`src/rtl/instruction_fetch_pkg.sv`:
```
// Shared IF-stage constants: opcode classes, bubble word and 2-bit predictor encodings.
// The predictor helpers are only called when IF_BRANCH_PREDICT_EN is defined.
package instruction_fetch_pkg;

  localparam logic [6:0] OP_BRANCH = 7'b1100011;
  localparam logic [6:0] OP_JAL    = 7'b1101111;
  localparam logic [6:0] OP_JALR   = 7'b1100111;

  localparam logic [29:0] IF_NOP_WORD = 30'h0000_0004;

  localparam logic [1:0] STRONG_NT = 2'b00;
  localparam logic [1:0] WEAK_NT   = 2'b01;
  localparam logic [1:0] WEAK_T    = 2'b10;
  localparam logic [1:0] STRONG_T  = 2'b11;

  typedef enum logic [1:0] {
    K_OTHER  = 2'd0,
    K_BRANCH = 2'd1,
    K_JAL    = 2'd2,
    K_JALR   = 2'd3
  } op_kind_e;

  function automatic op_kind_e opcode_kind(input logic [6:0] op);
    if (op == OP_BRANCH) return K_BRANCH;
    if (op == OP_JAL)    return K_JAL;
    if (op == OP_JALR)   return K_JALR;
    return K_OTHER;
  endfunction

  // Saturating counter step: taken counts up toward STRONG_T, not-taken down toward STRONG_NT.
  function automatic logic [1:0] bp_next(input logic [1:0] s, input logic taken);
    if (taken) return (s == STRONG_T) ? STRONG_T : s + 2'd1;
    return (s == STRONG_NT) ? STRONG_NT : s - 2'd1;
  endfunction

  function automatic logic bp_predict(input logic [1:0] s);
    return (s == WEAK_T) || (s == STRONG_T);
  endfunction

endpackage

```
`src/rtl/instruction_fetch_branch_predictor_2bit.sv`:
```
// 2-bit saturating-counter branch direction predictor.
// Present only when IF_BRANCH_PREDICT_EN is defined.
`ifdef IF_BRANCH_PREDICT_EN
module branch_predictor_2bit
  import instruction_fetch_pkg::*;
(
  input  logic clk,
  input  logic rst,
  input  logic update_i,
  input  logic taken_i,
  output logic pred_taken_o
);

  logic [1:0] state_q;
  logic [1:0] state_d;

  always_comb begin
    state_d = state_q;
    if (update_i) state_d = bp_next(state_q, taken_i);
  end

  always_ff @(posedge clk) begin
    if (rst) state_q <= WEAK_NT;
    else     state_q <= state_d;
  end

  assign pred_taken_o = bp_predict(state_q);

endmodule
`endif

```
`src/rtl/instruction_fetch.sv`:
```
// IF stage: PC register, static pre-decode of B-type/JAL targets and the IF/ID register.
// IF_BRANCH_PREDICT_EN adds a 2-bit dynamic predictor for B-type; otherwise only JAL is taken.
module instruction_fetch
  import instruction_fetch_pkg::*;
#(
  parameter logic [31:0] RESET_PC = 32'h0000_0000,
  parameter logic [29:0] NOP_WORD = IF_NOP_WORD
) (
  input  logic        clk,
  input  logic        rst,
  output logic        ICACHE_ren,
  output logic [29:0] ICACHE_addr,
  input  logic        ICACHE_stall,
  input  logic [31:0] ICACHE_rdata,
  input  logic        memory_stall,
  input  logic        PC_write,
  input  logic [29:0] IF_DWrite,
  input  logic        resolve_valid,
  input  logic        resolve_taken,
  input  logic        flush,
  input  logic [31:0] resolve_target,
  output logic [29:0] instruction_1,
  output logic [31:0] PC_1,
  output logic        prev_taken_1
);

  logic        stall;
  logic [31:0] pc_q, pc_d;
  logic [29:0] instr_q, instr_d;
  logic [31:0] pc1_q, pc1_d;
  logic        prev_q, prev_d;

  op_kind_e    kind;
  logic [31:0] imm_b, imm_j, next_pc;
  logic        bp_taken, pred;

  assign stall = ICACHE_stall | memory_stall;

`ifdef IF_BRANCH_PREDICT_EN
  branch_predictor_2bit u_bp (
    .clk          (clk),
    .rst          (rst),
    .update_i     (resolve_valid & ~stall),
    .taken_i      (resolve_taken),
    .pred_taken_o (bp_taken)
  );
`else
  logic unused_resolve;
  assign unused_resolve = resolve_valid ^ resolve_taken;
  assign bp_taken = 1'b0;
`endif

  always_comb begin
    kind    = opcode_kind(ICACHE_rdata[6:0]);
    imm_b   = {{20{ICACHE_rdata[31]}}, ICACHE_rdata[7], ICACHE_rdata[30:25],
               ICACHE_rdata[11:8], 1'b0};
    imm_j   = {{12{ICACHE_rdata[31]}}, ICACHE_rdata[19:12], ICACHE_rdata[20],
               ICACHE_rdata[30:21], 1'b0};
    pred    = (kind == K_JAL) | ((kind == K_BRANCH) & bp_taken);
    next_pc = pc_q + (pred ? ((kind == K_JAL) ? imm_j : imm_b) : 32'd4);
  end

  // Stall freezes everything; flush squashes even a concurrent load-use hold.
  always_comb begin
    pc_d    = pc_q;
    instr_d = instr_q;
    pc1_d   = pc1_q;
    prev_d  = prev_q;
    if (!stall) begin
      if (flush) begin
        pc_d    = resolve_target;
        instr_d = NOP_WORD;
        pc1_d   = pc_q;
        prev_d  = 1'b0;
      end else if (PC_write) begin
        instr_d = IF_DWrite;
      end else begin
        pc_d    = next_pc;
        instr_d = ICACHE_rdata[31:2];
        pc1_d   = pc_q;
        prev_d  = pred;
      end
    end
  end

  always_ff @(posedge clk) begin
    if (rst) begin
      pc_q    <= RESET_PC;
      instr_q <= NOP_WORD;
      pc1_q   <= 32'h0;
      prev_q  <= 1'b0;
    end else begin
      pc_q    <= pc_d;
      instr_q <= instr_d;
      pc1_q   <= pc1_d;
      prev_q  <= prev_d;
    end
  end

  assign ICACHE_ren    = ~rst;
  assign ICACHE_addr   = pc_q[31:2];
  assign instruction_1 = instr_q;
  assign PC_1          = pc1_q;
  assign prev_taken_1  = prev_q;

endmodule
```
`config.mk`:
```
export PLATFORM = sky130hd
export DESIGN_NAME = instruction_fetch
export DESIGN_NICKNAME = d
export VERILOG_FILES = /design/src/rtl/instruction_fetch_pkg.sv /design/src/rtl/instruction_fetch_branch_predictor_2bit.sv /design/src/rtl/instruction_fetch.sv
export SDC_FILE = /design/constraint.sdc
export NUM_CORES = 1
export LEC_CHECK = 0
export ABC_AREA = 1
export CAP_MARGIN = 20
export CORE_MARGIN = 2
export CORE_UTILIZATION = 51
export DETAILED_ROUTE_END_ITERATION = 16
export HOLD_SLACK_MARGIN = 0.05
export PLACE_DENSITY = 0.84
export SLEW_MARGIN = 20
export SYNTH_ARGS = -nofsm -noshare
export SYNTH_HDL_FRONTEND = slang
export SYNTH_SLANG_ARGS = --single-unit
```
`constraint.sdc`:
```
create_clock -name clk -period 8.45 [get_ports clk]
set_input_delay 1.69 -clock clk [delete_from_list [all_inputs] [get_ports clk]]
set_output_delay 1.69 -clock clk [all_outputs]
set_load 0.1 [all_outputs]
```
==> results.md <==
* Status: finished, final reports clean
* Fmax at ~190 MHz
* Portion of the post-synthesis area used by sequential elements at 0.3100
* Tot GR Track Use at 0.3062
* Maximum number of pins on one net before global-route repair at 75
* Vias in the first global route at slightly above 6000
* Cells after Synth at about 950
* Power per Cell Area at between 150 and 200 mW/mm2
* Final estimated routing congestion in global placement at around 0.94
* Combinational cell fraction of total power at 0.259
* Type of the setup path with the least slack: in2out
* Critical path launch point type: input pin
* Power consumption at roughly 0.0012 W
* Max cap viols at 0
* Minimum clock period after layout at ~5.3 ns
* Total net switching power at between 0.0004 and 0.0005 W
* Number of rows in the core area at 40
* Final worst hold slack at ~0.46 ns
* Worst voltage drop across the vdd grid at 0.08745 mV
* Slew of the pin with the lowest slew margin at 1.046 ns
* CTS tree: built
* Netlist Area Pre-Place at between 0.006 and 0.007 mm2
* Crit path arrival time at around 3.6 ns
* Number of buffers on the longest clock path at 2
* Internal power component at 0.0008115 W
* Number of H-tree levels at 3
* Antenna violations before repair at 0
* Worst setup skew after layout at between 0.008 and 0.009 ns
* Share of power burned in registers at 0.389
* Count of nets after finishing at between 1000 and 1500
* Unrepaired setup endpoints after global routing: false
* 1st-iter DRT viols at a little under 800
* Count of cell types in the netlist at 41
* Antenna violation net count after detailed routing at 0
* DRC errors left at 0
* Endpoint class of the critical path: output pin
* Count of input and output buffers at just under 200
* Ports at around 200
* Static leakage at approximately 3.6 nW
* Mapped Avg Cell Area at about 6.4 um2
* Register bit count reported by yosys at 95
* CTS buffer count at 9
* Aggregate routed wire length at 20.07 mm
* Final count of negative-setup-slack endpoints at 0
* Number of hold buffers added after CTS at 0
* Relative slew margins at 0.3003
* Starting Density at 0.5172
* Reg clk slew, reported paths at around 0.060 ns
* Post-detailed-placement half-perimeter wirelength at roughly 15 mm
* Clk pwr share at 0.351
* Crit path required time at between 6 and 7 ns
* Number of resized instances in the post-cts repair step at 0
* Total count of max-transition violations in the final report at 0
* Core Region at approximately 0.012 mm2
* Largest fanout on the critical path at 22
* Clock Sinks at 95
* Global-route wire length before repair at about 31 mm
* Clock latency at the later pin of the worst-skew pair at 0.35 ns
* Final count of hold timing violations at 0
* Total die area at 0.01292 mm2
* Routed length per placed instance at 16.16 um
* Final critical-path share of the clock period at 0.6272
* Most common library cell in the layout ignoring fill and taps: sky130_fd_sc_hd__nand2_1
* Highest-count cells in the layout ignoring fill and taps: 289 x sky130_fd_sc_hd__nand2_1, 192 x sky130_fd_sc_hd__clkdlybuf4s50_1, 108 x sky130_fd_sc_hd__nor2_1
* Root buf cell: sky130_fd_sc_hd__clkbuf_16
* Routed via count at 6789
* Setup repair bufs after CTS at 0
* Nets in the synthesized netlist at about 1100
* Setup total negative slack at 0 ns
* # diodes at 0
* Synth warnings at 0
* X dimension of the die at approximately 110 um
* P&R area growth vs syn at 33.86%
* Worst hold path class: reg2reg
* Count of TritonRoute iterations in the first routing pass at 6
* Switching power share of the total at 0.3430
* Share of layout cells above drive strength 1 at 0.06210
* Post-detailed-route via-to-cell ratio at between 5 and 6
* Overflow after GRT at 0
* Height of the die at 113.7 um
[per-layer routing]
metal / GRT usage / up-vias / share of wire
met5: 0 / - / 0
met4: 0.09106 / 0 / 0.022
met3: 0.06748 / 43 / 0.094
met2: 0.4998 / 328 / 0.45
met1: 0.4079 / 3124 / 0.43
li1: - / 3294 / -
[power groups by stage]
stage	Combinational (W)	Clock, W	Sequential, W
after floorplan	0.000123	0	0.000584
after global placement	0.000315	0	0.000490
after detailed placement	0.000317	0	0.000491
after CTS	0.000319	0.000434	0.000481
after global routing	0.000336	0.000450	0.000483
final	0.000320	0.000434	0.000481
[flip-flops by register name, summed over array words and instances, names as in the netlist]
| signal | count |
|---|---|
| PC_1 | 32 |
| instruction_1 | 30 |
| pc_q | 32 |
| prev_taken_1 | 1 |
[through the flow]
stage                     instances    util  cell area (um2)  worst slack [ns]
after floorplan                 953       -             6135             4.028
after global placement         1226  0.6657             7896             3.197
after detailed placement       1226  0.6657             7896             3.157
after CTS                      1242  0.6919             8207             3.172
after global routing           1242  0.6923             8212             3.127
final                          1242  0.6923             8212             3.150
[critical path, stage by stage]
cell	delay [ns]
sky130_fd_sc_hd__buf_2	0.10
sky130_fd_sc_hd__inv_1	0.55
sky130_fd_sc_hd__clkdlybuf4s50_1	1.27
[kinds of logic (layout without fill, tap and decap cells)]
logic type	count (synthesis)	count (layout)	share of synthesized area
buffers and inverters	166	308	0.1234
and+or+nand+nor	477	477	0.3335
adders and majority gates	20	20	0.04202
xor gates and xnor gates	22	22	0.03141
AOI/OAI and AO/OA	173	173	0.1597
DFF	95	95	0.3100
[final cells by class]
class / instances / area (um2)
fillers: 1042 / 3650
multi-input cells: 692 / 3495
repair buffers: 199 / 1972
flip-flops and latches: 95 / 1902
inverters: 93 / 349.1
clock buffers: 12 / 256.5
well taps: 147 / 183.9
clock inverters: 4 / 53.80
[path summary, 6_finish.rpt]
check / start / to / slack [ns] / cells past startpoint
max reg2reg: pc_q[1] / pc_q[25] / 5.98 / 14
max: rst / ICACHE_ren / 3.15 / 3
min reg2reg: instruction_1[1] / instruction_1[1] / 0.46 / 2
min: instruction_1[1] / instruction_1[1] / 0.46 / 2
[cells in the mapped netlist (all sizes together)]
library cell,number,area [um2]
a211oi,13,97.59
a21boi,1,7.510
a21o,1,7.510
a21oi,61,316.6
a22o,1,8.760
a22oi,1,7.510
a31oi,20,125.1
a41oi,4,35.03
and2,1,6.260
and3,1,6.260
buf,39,280.3
clkbuf,34,127.6
dfxtp,95,1902
fa,1,20.02
ha,19,237.7
inv,93,349.1
nand2,307,1237
nand3,32,187.7
nand3b,1,7.510
nand4,9,56.30
nor2,123,528.0
nor3,2,10.01
o2111ai,1,8.760
o21ai,66,330.3
o41ai,4,35.03
or2,1,6.260
xnor2,5,43.79
xor2,17,148.9
Power figures use the tool's default switching activity.
